`config.mk`:
```
export PLATFORM = sky130hd
export DESIGN_NAME = decode_stage
export DESIGN_NICKNAME = d
export VERILOG_FILES = /design/src/rtl/decode_stage.sv
export SDC_FILE = /design/constraint.sdc
export NUM_CORES = 1
export LEC_CHECK = 0
export ABC_AREA = 1
export CAP_MARGIN = 20
export CORE_MARGIN = 2
export CORE_UTILIZATION = 55
export CTS_CLUSTER_SIZE = 28
export DETAILED_ROUTE_END_ITERATION = 8
export GPL_TIMING_DRIVEN = 0
export MAX_ROUTING_LAYER = met4
export PLACE_DENSITY = 0.78
export SLEW_MARGIN = 20
export SYNTH_ARGS = -nofsm -noshare
export SYNTH_HDL_FRONTEND = slang
export SYNTH_SLANG_ARGS = --single-unit
```
`constraint.sdc`:
```
create_clock -name clk -period 5.5 [get_ports clk]
set_input_delay 0.55 -clock clk [delete_from_list [all_inputs] [get_ports clk]]
set_output_delay 0.55 -clock clk [all_outputs]
set_load 0.005 [all_outputs]
```
`src/rtl/decode_stage.sv`:
```
// RV32I decode stage: instruction/PC FIFO feeding a registered decode bundle with valid/ready.
// Defining DECODE_RV32M_EN adds decode of the RV32M multiply/divide group.
`timescale 1ns/1ps
module decode_stage #(
  parameter  int XLEN  = 32,
  parameter  int DEPTH = 4,
  localparam int PTR_W = $clog2(DEPTH)
) (
  input  logic             clk,
  input  logic             rst_n,
  input  logic             if_valid,
  output logic             if_ready,
  input  logic [31:0]      if_inst,
  input  logic [XLEN-1:0]  if_pc,
  input  logic             flush,
  output logic             id_valid,
  input  logic             id_ready,
  output logic [XLEN-1:0]  id_pc,
  output logic [XLEN-1:0]  id_imm,
  output logic [4:0]       id_rs1_addr,
  output logic [4:0]       id_rs2_addr,
  output logic [4:0]       id_rd_addr,
  output logic [4:0]       id_exe_fun,
  output logic [1:0]       id_op1_sel,
  output logic [2:0]       id_op2_sel,
  output logic             id_mem_wen,
  output logic             id_rf_wen,
  output logic [1:0]       id_wb_sel,
  output logic             id_illegal,
  output logic [PTR_W:0]   fifo_count
);

  localparam logic [4:0] ALU_X    = 5'd0;
  localparam logic [4:0] ALU_ADD  = 5'd1;
  localparam logic [4:0] ALU_SUB  = 5'd2;
  localparam logic [4:0] ALU_AND  = 5'd3;
  localparam logic [4:0] ALU_OR   = 5'd4;
  localparam logic [4:0] ALU_XOR  = 5'd5;
  localparam logic [4:0] ALU_SLL  = 5'd6;
  localparam logic [4:0] ALU_SRL  = 5'd7;
  localparam logic [4:0] ALU_SRA  = 5'd8;
  localparam logic [4:0] ALU_SLT  = 5'd9;
  localparam logic [4:0] ALU_SLTU = 5'd10;
  localparam logic [4:0] BR_BEQ   = 5'd11;
  localparam logic [4:0] ALU_JALR = 5'd17;
`ifdef DECODE_RV32M_EN
  localparam logic [4:0] ALU_MUL  = 5'd18;
`endif

  localparam logic [1:0] RS1_X   = 2'd0;
  localparam logic [1:0] RS1_RS1 = 2'd1;
  localparam logic [1:0] RS1_PC  = 2'd2;
  localparam logic [2:0] RS2_X   = 3'd0;
  localparam logic [2:0] RS2_RS2 = 3'd1;
  localparam logic [2:0] RS2_IMI = 3'd2;
  localparam logic [2:0] RS2_IMS = 3'd3;
  localparam logic [2:0] RS2_IMJ = 3'd4;
  localparam logic [2:0] RS2_IMU = 3'd5;
  localparam logic [1:0] WB_X    = 2'd0;
  localparam logic [1:0] WB_ALU  = 2'd0;
  localparam logic [1:0] WB_MEM  = 2'd1;
  localparam logic [1:0] WB_PC   = 2'd2;
  localparam logic       MEN_X   = 1'b0;
  localparam logic       MEN_S   = 1'b1;
  localparam logic       REN_X   = 1'b0;
  localparam logic       REN_S   = 1'b1;

  localparam logic [PTR_W:0] FULL_COUNT = (PTR_W+1)'(DEPTH);

  logic [31:0]      fifo_inst [DEPTH];
  logic [XLEN-1:0]  fifo_pc   [DEPTH];
  logic [PTR_W-1:0] wr_ptr, rd_ptr;
  logic             push, pop;

  logic [31:0] head_inst;
  logic [6:0]  opcode;
  logic [2:0]  funct3;
  logic [6:0]  funct7;
  logic [31:0] imm_i, imm_s, imm_b, imm_u, imm_j;

  logic [31:0] dec_imm;
  logic [4:0]  dec_exe;
  logic [1:0]  dec_op1;
  logic [2:0]  dec_op2;
  logic        dec_mem, dec_rf, dec_ill;
  logic [1:0]  dec_wb;

  // Flush keeps the fetch side open so the redirected stream can start immediately.
  assign if_ready = flush || (fifo_count != FULL_COUNT);
  assign push     = if_valid && if_ready && !flush;
  assign pop      = (fifo_count != '0) && (!id_valid || id_ready);

  assign head_inst = fifo_inst[rd_ptr];
  assign opcode    = head_inst[6:0];
  assign funct3    = head_inst[14:12];
  assign funct7    = head_inst[31:25];
  assign imm_i = {{20{head_inst[31]}}, head_inst[31:20]};
  assign imm_s = {{20{head_inst[31]}}, head_inst[31:25], head_inst[11:7]};
  assign imm_b = {{19{head_inst[31]}}, head_inst[31], head_inst[7], head_inst[30:25],
                  head_inst[11:8], 1'b0};
  assign imm_u = {head_inst[31:12], 12'b0};
  assign imm_j = {{11{head_inst[31]}}, head_inst[31], head_inst[19:12], head_inst[20],
                  head_inst[30:21], 1'b0};

  always_ff @(posedge clk) begin
    if (push) begin
      fifo_inst[wr_ptr] <= if_inst;
      fifo_pc[wr_ptr]   <= if_pc;
    end
  end

  always_ff @(posedge clk) begin
    if (!rst_n || flush) begin
      wr_ptr     <= '0;
      rd_ptr     <= '0;
      fifo_count <= '0;
    end else begin
      if (push) wr_ptr <= wr_ptr + 1'b1;
      if (pop)  rd_ptr <= rd_ptr + 1'b1;
      case ({push, pop})
        2'b10:   fifo_count <= fifo_count + 1'b1;
        2'b01:   fifo_count <= fifo_count - 1'b1;
        default: fifo_count <= fifo_count;
      endcase
    end
  end

  always_comb begin
    dec_imm = '0;
    dec_exe = ALU_X;
    dec_op1 = RS1_X;
    dec_op2 = RS2_X;
    dec_mem = MEN_X;
    dec_rf  = REN_X;
    dec_wb  = WB_X;
    dec_ill = 1'b0;
    case (opcode)
      7'b0110111: begin
        dec_imm = imm_u; dec_exe = ALU_ADD; dec_op2 = RS2_IMU; dec_rf = REN_S; dec_wb = WB_ALU;
      end
      7'b0010111: begin
        dec_imm = imm_u; dec_exe = ALU_ADD; dec_op1 = RS1_PC; dec_op2 = RS2_IMU;
        dec_rf = REN_S; dec_wb = WB_ALU;
      end
      7'b1101111: begin
        dec_imm = imm_j; dec_exe = ALU_ADD; dec_op1 = RS1_PC; dec_op2 = RS2_IMJ;
        dec_rf = REN_S; dec_wb = WB_PC;
      end
      7'b1100111: begin
        dec_imm = imm_i; dec_exe = ALU_JALR; dec_op1 = RS1_RS1; dec_op2 = RS2_IMI;
        dec_rf = REN_S; dec_wb = WB_PC;
        if (funct3 != 3'b000) dec_ill = 1'b1;
      end
      7'b1100011: begin
        // BR_* codes are contiguous in funct3 order once the two reserved funct3 values are skipped.
        dec_imm = imm_b; dec_op1 = RS1_RS1; dec_op2 = RS2_RS2;
        case (funct3)
          3'b000, 3'b001: dec_exe = BR_BEQ + {4'b0000, funct3[0]};
          3'b100, 3'b101, 3'b110, 3'b111: dec_exe = BR_BEQ + {3'b000, funct3[1:0]} + 5'd2;
          default: dec_ill = 1'b1;
        endcase
      end
      7'b0000011: begin
        dec_imm = imm_i; dec_exe = ALU_ADD; dec_op1 = RS1_RS1; dec_op2 = RS2_IMI;
        dec_rf = REN_S; dec_wb = WB_MEM;
        if (funct3 != 3'b010) dec_ill = 1'b1;
      end
      7'b0100011: begin
        dec_imm = imm_s; dec_exe = ALU_ADD; dec_op1 = RS1_RS1; dec_op2 = RS2_IMS; dec_mem = MEN_S;
        if (funct3 != 3'b010) dec_ill = 1'b1;
      end
      7'b0010011: begin
        dec_imm = imm_i; dec_op1 = RS1_RS1; dec_op2 = RS2_IMI; dec_rf = REN_S; dec_wb = WB_ALU;
        case (funct3)
          3'b000:  dec_exe = ALU_ADD;
          3'b010:  dec_exe = ALU_SLT;
          3'b011:  dec_exe = ALU_SLTU;
          3'b100:  dec_exe = ALU_XOR;
          3'b110:  dec_exe = ALU_OR;
          3'b111:  dec_exe = ALU_AND;
          3'b001:  if (funct7 == 7'h00) dec_exe = ALU_SLL; else dec_ill = 1'b1;
          default: begin
            if      (funct7 == 7'h00) dec_exe = ALU_SRL;
            else if (funct7 == 7'h20) dec_exe = ALU_SRA;
            else                      dec_ill = 1'b1;
          end
        endcase
      end
      7'b0110011: begin
        dec_op1 = RS1_RS1; dec_op2 = RS2_RS2; dec_rf = REN_S; dec_wb = WB_ALU;
        if (funct7 == 7'h00) begin
          case (funct3)
            3'b000:  dec_exe = ALU_ADD;
            3'b001:  dec_exe = ALU_SLL;
            3'b010:  dec_exe = ALU_SLT;
            3'b011:  dec_exe = ALU_SLTU;
            3'b100:  dec_exe = ALU_XOR;
            3'b101:  dec_exe = ALU_SRL;
            3'b110:  dec_exe = ALU_OR;
            default: dec_exe = ALU_AND;
          endcase
        end else if (funct7 == 7'h20) begin
          case (funct3)
            3'b000:  dec_exe = ALU_SUB;
            3'b101:  dec_exe = ALU_SRA;
            default: dec_ill = 1'b1;
          endcase
`ifdef DECODE_RV32M_EN
        end else if (funct7 == 7'h01) begin
          dec_exe = ALU_MUL + {2'b00, funct3};
`endif
        end else begin
          dec_ill = 1'b1;
        end
      end
      default: dec_ill = 1'b1;
    endcase
    // An illegal bundle carries no side effects downstream.
    if (dec_ill) begin
      dec_imm = '0;
      dec_exe = ALU_X;
      dec_op1 = RS1_X;
      dec_op2 = RS2_X;
      dec_mem = MEN_X;
      dec_rf  = REN_X;
      dec_wb  = WB_X;
    end
  end

  always_ff @(posedge clk) begin
    if (!rst_n || flush) begin
      id_valid    <= 1'b0;
      id_pc       <= '0;
      id_imm      <= '0;
      id_rs1_addr <= '0;
      id_rs2_addr <= '0;
      id_rd_addr  <= '0;
      id_exe_fun  <= ALU_X;
      id_op1_sel  <= RS1_X;
      id_op2_sel  <= RS2_X;
      id_mem_wen  <= MEN_X;
      id_rf_wen   <= REN_X;
      id_wb_sel   <= WB_X;
      id_illegal  <= 1'b0;
    end else if (pop) begin
      id_valid    <= 1'b1;
      id_pc       <= fifo_pc[rd_ptr];
      id_imm      <= dec_imm;
      id_rs1_addr <= head_inst[19:15];
      id_rs2_addr <= head_inst[24:20];
      id_rd_addr  <= head_inst[11:7];
      id_exe_fun  <= dec_exe;
      id_op1_sel  <= dec_op1;
      id_op2_sel  <= dec_op2;
      id_mem_wen  <= dec_mem;
      id_rf_wen   <= dec_rf;
      id_wb_sel   <= dec_wb;
      id_illegal  <= dec_ill;
    end else if (id_ready) begin
      id_valid <= 1'b0;
    end
  end

endmodule

```
==> results of run 1 <==
-- layer usage --
layer	GRT usage, %	up-vias
met5	-	-
met4	6.93	0
met3	4.72	66
met2	41.9	491
met1	34.7	5031
li1	-	5081
-- cell type report --
class,count,area (sq um)
Clock inverter,9,80.1
Sequential cell,360,9770
Antenna cell,5,12.5
Tap cell,341,427
Inverter,52,195
Buffer,76,453
Timing Repair Buffer,179,1960
Fill cell,1876,8280
Multi-Input combinational cell,828,4450
Clock buffer,59,1100
-- worst reg2reg max path: stages, from the launching register on --
cell      delay, ns
dfxtp_1        0.34
inv_1          0.10
a31oi_1        0.80
clkbuf_1       0.60
clkbuf_1       0.63
ha_1           0.27
inv_1          0.07
fa_1           0.37
a21oi_1        0.14
o21ai_0        0.11
o21ai_0        0.15
a21oi_1        0.05
-- worst paths after layout --
path / end / start / cells after the start
setup / recovery: fifo_count[2] / id_ready / 12
hold / removal: id_op1_sel[1] / id_op1_sel[1] / 2
setup reg to reg: fifo_count[2] / fifo_count[0] / 11
hold reg to reg: id_op1_sel[1] / id_op1_sel[1] / 2
-- synth_stat cells, types with 10 or more instances --
library cell	count	area [sq um]
edfxtp_1	256	7690
inv_1	47	176
dfxtp_1	104	2080
o21ai_0	152	761
o22ai_1	11	68.8
nand3_1	60	300
a31oi_1	33	206
nor2_1	176	661
clkbuf_1	48	180
nand2_1	200	751
a21oi_2	40	350
nand3_2	54	541
nand2_2	15	93.8
ha_1	10	125
a21oi_1	36	180
-- layout by cell type (no fill, tap or decap), types with 10 or more instances in the layout --
master	n
o22ai_1	11
buf_12	10
a31oi_1	33
inv_1	47
nand3_1	60
dfxtp_1	104
ha_1	10
edfxtp_1	256
nand3_2	54
clkbuf_16	39
clkbuf_1	62
a21oi_1	36
o21ai_0	152
nand2_2	15
a21oi_2	40
nor2_1	172
clkdlybuf4s50_1	167
nand2_1	200
-- power by group through the flow --
stage	clock, mW	combinational, mW	sequential (mW)
after floorplan	0	0.252	3.03
after global placement	0	0.443	3.04
after detailed placement	0	0.466	3.03
after CTS	2.40	0.469	2.98
after global routing	2.50	0.512	2.98
final	2.38	0.470	2.98
-- kinds of logic (layout without fill, tap and decap cells) --
| logic type | count (synthesis) | count (layout) |
|---|---|---|
| AOI/OAI and AO/OA | 292 | 292 |
| adders and majority gates | 11 | 11 |
| buffers and inverters | 128 | 375 |
| DFF | 360 | 360 |
| other | 0 | 5 |
| and+or+nand+nor | 525 | 525 |
-- per-stage QoR --
step | power, mW | instance area [sq um] | setup WS [ns] | std cells | utilization [%]
floorplan | 3.29 | 14800 | 1.39 | 1316 | -
global placement | 3.48 | 16900 | -1.32 | 1824 | 63.4
detailed placement | 3.50 | 17300 | 1.19 | 1836 | 64.6
CTS | 5.85 | 18400 | 1.74 | 1904 | 69.0
global route | 6.00 | 18400 | 1.53 | 1909 | 69.0
finish | 5.83 | 18400 | 1.73 | 1909 | 69.0
-- flip-flops by register name, summed over array words and instances (netlist names), 3 cells and up, named ones only --
signal       cells
id_rd_addr       5
fifo_count       3
id_op2_sel       3
id_rs1_addr      5
fifo_inst      128
id_pc           32
id_rs2_addr      5
id_exe_fun       5
id_imm          32
fifo_pc        128
==> results.md, run 1 <==
* Status: completed
* Top Ports at 168
* Top delay family on crit path: buffers and inverters
* Vias in the first global route at 10300
* Max-slew violations at 0
* Sequential Power Share at 51.1%
* Post-DR wirelength/cell at 18.8 microns
* CP max-delay cell: a31oi_1
* H-tree depth at 2
* Area of the die at 28300 sq um
* FP Rows at 60
* Setup Skew at 0.0142 ns
* Pin count of the biggest net entering global routing at 23
* CTS tree: built
* FF-to-FF setup slack at 1.74 ns
* Int Power at 4.51 mW
* Ys flop type: edfxtp_1
* Clk sinks at 360
* Area Overhead vs Synth at 24.3%
* Post-Synth XOR/XNOR Area at 0%
* Setup Buffers After CTS at 0
* Buf+Inv Stages, Crit Path at 4
* Slowest stage delay, CP at 0.72 ns
* Tmin final at 3.77 ns
* RSZ-0062 raised after global routing: false
* Worst min path class: reg2reg
* First-pass GRT wire length at 55.9 mm
* Simple-gate share of the synthesized area at 17.1%
* Antenna-violating nets left at 0
* Yosys cell types at 38
* Comb power frac at 8.1%
* Clk_lat worst skew at 0.52 ns
* Cell Area, Synth at 14800 sq um
* Warnings from Yosys at 0
* Setup violators final at 0
* CP Launch Type: primary input
* Mux contribution to synthesized area at 0%
* Root Driver: clkbuf_16
* GRT Util Overall at 26.1%
* DRC viols at 0
* Total grt overflow at 0
* Compound-Gate Fraction of Synth Area at 11.7%
* Die Wd at 168 microns
* Maximum clock path buffer count at 3
* Avg Inst Size Synth at 11.3 sq um
* Sequential area share after synthesis at 65.8%
* CP cell instances: clkdlybuf4s50_1, nor2_1, a31oi_1, clkbuf_1, clkbuf_1, ha_1, inv_1, fa_1, a21oi_1, o21ai_0, o21ai_0, a21oi_1
* Via density at 5.59
* Syn Inst Count at 1316
* PortBufs at 167
* Final Net Count at 1614
* Cts hold-fix bufs at 0
* Initial antenna violation count at 5
* Sw Share at 22.6%
* Final WL at 36.0 mm
* Endpoints failing hold at 0
* Met3 wire length at 2.96 mm
* CTS buffer count at 37
* Layout cells sized above 1 at 14.1%
* Critical path class: in2reg
* Wire length on met1 at 15.1 mm
* Routability Congestion at 0.881
* Post-synth EDFFs at 256
* Met2 WL at 17.2 mm
* Max VDD drop at 0.346 mV
* Setup_tns at 0 ns
* Clk pwr share at 40.8%
* Top layer in use: met4
* Tcrit/Tclk final at 68.5%
* Critical path fanouts, max at 10
* PD cells at 316 nW/um^2
* Worst hold slack at 0.470 ns
* Dpl hpwl at 25.0 mm
* Fmax at 265 MHz
* Via count at 10700
* Net switching power at 1.32 mW
* Critical Path End Type: flip-flop
* Post-synthesis adder-cell area fraction at 0.978%
* Post-synthesis net count at 1396
* Max-slew headroom at 34.0%
* Main combinational cell family by area after synthesis: simple AND/OR/NAND/NOR gates
* Detailed Route Iter0 Violations at 1034
* Max cap viols at 0
* Core footprint at 26700 sq um
* WP data arrival at 4.17 ns
* Leak Pwr at 6.44 nW
* Worst Max-Slew Pin Slew at 0.986 ns
* Cts repair resizes at 0
* DRT Pass-1 Iters at 5
* FF+latch count, synth at 360
* Die height at 168 microns
* FFs w/ async S/R, synth at 0%
* Clk pin slew, worst setup/hold paths at 0.06 ns
* Worst Path Required at 5.91 ns
* Initial Util at 55.5%
Power figures use the tool's default switching activity.
==> run 2: changes to the inputs <==
- clock period: 5.5 -> 3.8 ns (I/O delays scaled with it)
==> run 2 against run 1 <==
Net effect: count of clock-buffer cells in the layout did not move; design area barely moved; clock skew fell by 0.0022 ns; via count fell by 0.18%.
==> results.md, run 2 (same netlist as run 1, synthesis figures left out) <==
* Status: completed
* Worst Max-Slew Pin Slew at 0.785 ns (-0.201 ns)
* Comb power frac at 8.1% (about the same)
* Clk_lat worst skew at 0.52 ns (about the same)
* Area of the die at 28300 sq um (unchanged)
* Worst hold slack at 0.470 ns (unchanged)
* PortBufs at 167 (unchanged)
* Detailed Route Iter0 Violations at 1027 (-0.68%)
* Clk sinks at 360 (unchanged)
* Via count at 10700 (-0.18%)
* Critical path fanouts, max at 10 (unchanged)
* Setup Skew at 0.0121 ns (-0.00216 ns)
* Placed inst area at 17300 sq um (unchanged)
* FP Rows at 60 (unchanged)
* Filler instances at 1876 (unchanged)
* CTS tree: built
* Leak Pwr at 6.44 nW (about the same)
* Core footprint at 26700 sq um (unchanged)
* Maximum clock path buffer count at 3 (unchanged)
* Endpoints failing hold at 0 (unchanged)
* Net switching power at 1.91 mW (+45%)
* Storage cell area at 9770 sq um (unchanged)
* DRC viols at 0 (unchanged)
* CTS buffer count at 37 (unchanged)
* Final instance area at 18500 sq um (about the same)
* Final Net Count at 1614 (unchanged)
* Largest regs: fifo_inst: 128 flops, fifo_pc: 128 flops
* Most frequent cells in the layout: 256 x edfxtp_1, 200 x nand2_1, 172 x nor2_1, 167 x clkdlybuf4s50_1, 152 x o21ai_0
* Fmax at 287 MHz
* RSZ-0062 raised after global routing: false
* Final WL at 36.0 mm (about the same)
* Clk pin slew, worst setup/hold paths at 0.06 ns (about the same)
* Layout cells sized above 1 at 14.1% (+0.064 points)
* Tcrit/Tclk final at 91.7%
* Max cap viols at 0 (unchanged)
* Root Driver: clkbuf_16
* Final Util at 69.0% (about the same)
* GRT Util Overall at 26.1% (unchanged)
* Via density at 5.58 (-0.18%)
* Cts hold-fix bufs at 0 (unchanged)
* Die height at 168 microns (unchanged)
* Max VDD drop at 0.500 mV (+45%)
* First-pass GRT wire length at 55.9 mm (unchanged)
* WP data arrival at 3.89 ns (-0.28 ns)
* Sequential Power Share at 51.1% (about the same)
* Pin count of the biggest net entering global routing at 23 (unchanged)
* Sw Share at 22.6% (+0.029 points)
* Area Overhead vs Synth at 24.3% (about the same)
* CP Launch Type: flip-flop
* Vias in the first global route at 10300 (unchanged)
* Most common cell after layout, fill and taps aside: edfxtp_1
* Post-DR wirelength/cell at 18.9 microns (about the same)
* Tmin final at 3.48 ns
* Dpl hpwl at 25.0 mm (unchanged)
* H-tree depth at 2 (unchanged)
* Routability Congestion at 0.881 (unchanged)
* Initial antenna violation count at 5 (unchanged)
* Worst min path class: reg2reg
* Critical Path End Type: flip-flop
* Max-slew violations at 0 (unchanged)
* Setup violators final at 0 (unchanged)
* Area occupied by multi-input gates at 4460 sq um (+0.14%)
* Worst Path Required at 4.21 ns (-1.70 ns)
* Total grt overflow at 0 (unchanged)
* PD cells at 457 nW/um^2 (+45%)
* Int Power at 6.53 mW (+45%)
* Initial Util at 55.5% (unchanged)
* Die Wd at 168 microns (unchanged)
* Max-slew headroom at 47.7% (+14 points)
* Clk pwr share at 40.8% (about the same)
* Critical path class: reg2reg
* DRT Pass-1 Iters at 5 (unchanged)
* Top Ports at 168 (unchanged)
* Antenna-violating nets left at 0 (unchanged)
## run 2: cell counts in the layout (fill, tap and decap cells not counted)
Identical to the previous run, type by type.
## run 2: final cells by class
cell class,count,area share [%]
Sequential cell,360,52.9
Multi-Input combinational cell,828,24.2
Timing Repair Buffer,179,10.6
Clock buffer,59,5.94
Buffer,76,2.45
Tap cell,341,2.31
Inverter,52,1.06
Clock inverter,9,0.434
Antenna cell,5,0.0678
## run 2: power by group through the flow
stage                     clock network (mW)  logic (mW)  registers, mW
after floorplan                            0       0.365           4.39
after global placement                     0       0.641           4.40
after detailed placement                   0       0.674           4.39
after CTS                               3.48       0.679           4.31
after global routing                    3.62       0.742           4.31
final                                   3.44       0.682           4.31
## run 2: metrics by stage
stage               setup slack [ns]  setup TNS (ns)  std cells  power (mW)
floorplan                     -0.149          -38.07       1316        4.76
global placement               -2.85         -713.59       1824        5.04
detailed placement            -0.345          -0.567       1836        5.07
CTS                           0.0356               0       1904        8.46
global route                   0.108               0       1909        8.68
finish                         0.316               0       1909        8.44
## run 2: path summary, 6_finish.rpt
kind                       from       endpoint  slack, ns  depth (start not counted)
setup / recovery  fifo_count[1]  fifo_count[2]       0.32                         11
hold / removal    id_op1_sel[1]  id_op1_sel[1]       0.47                          2
setup reg to reg  fifo_count[1]  fifo_count[2]       0.32                         11
hold reg to reg   id_op1_sel[1]  id_op1_sel[1]       0.47                          2
## run 2: what timing repair did
item	4_1_cts	5_1_grt
resized for setup	0	1
endpoints found under the setup margin	0	2
buffers inserted	0	0
## run 2: worst max-delay path, cell delays in order (launching register included)
cell	delay (ns)
dfxtp_1	0.37
inv_1	0.10
a31oi_2	0.54
clkbuf_1	0.59
clkbuf_1	0.60
ha_1	0.26
inv_1	0.07
fa_1	0.37
a21oi_1	0.14
o21ai_0	0.11
o21ai_0	0.15
a21oi_1	0.05
## run 2: layer usage
| metal | GRT usage, % | routed length [microns] | share of wire [%] | vias up |
|---|---|---|---|---|
| met5 | - | 0 | 0 | - |
| met4 | 6.93 | 654 | 1.8 | 0 |
| met3 | 4.72 | 2760 | 7.7 | 63 |
| met2 | 41.9 | 17200 | 48 | 475 |
| met1 | 34.7 | 15400 | 43 | 5029 |
| li1 | - | - | - | 5083 |
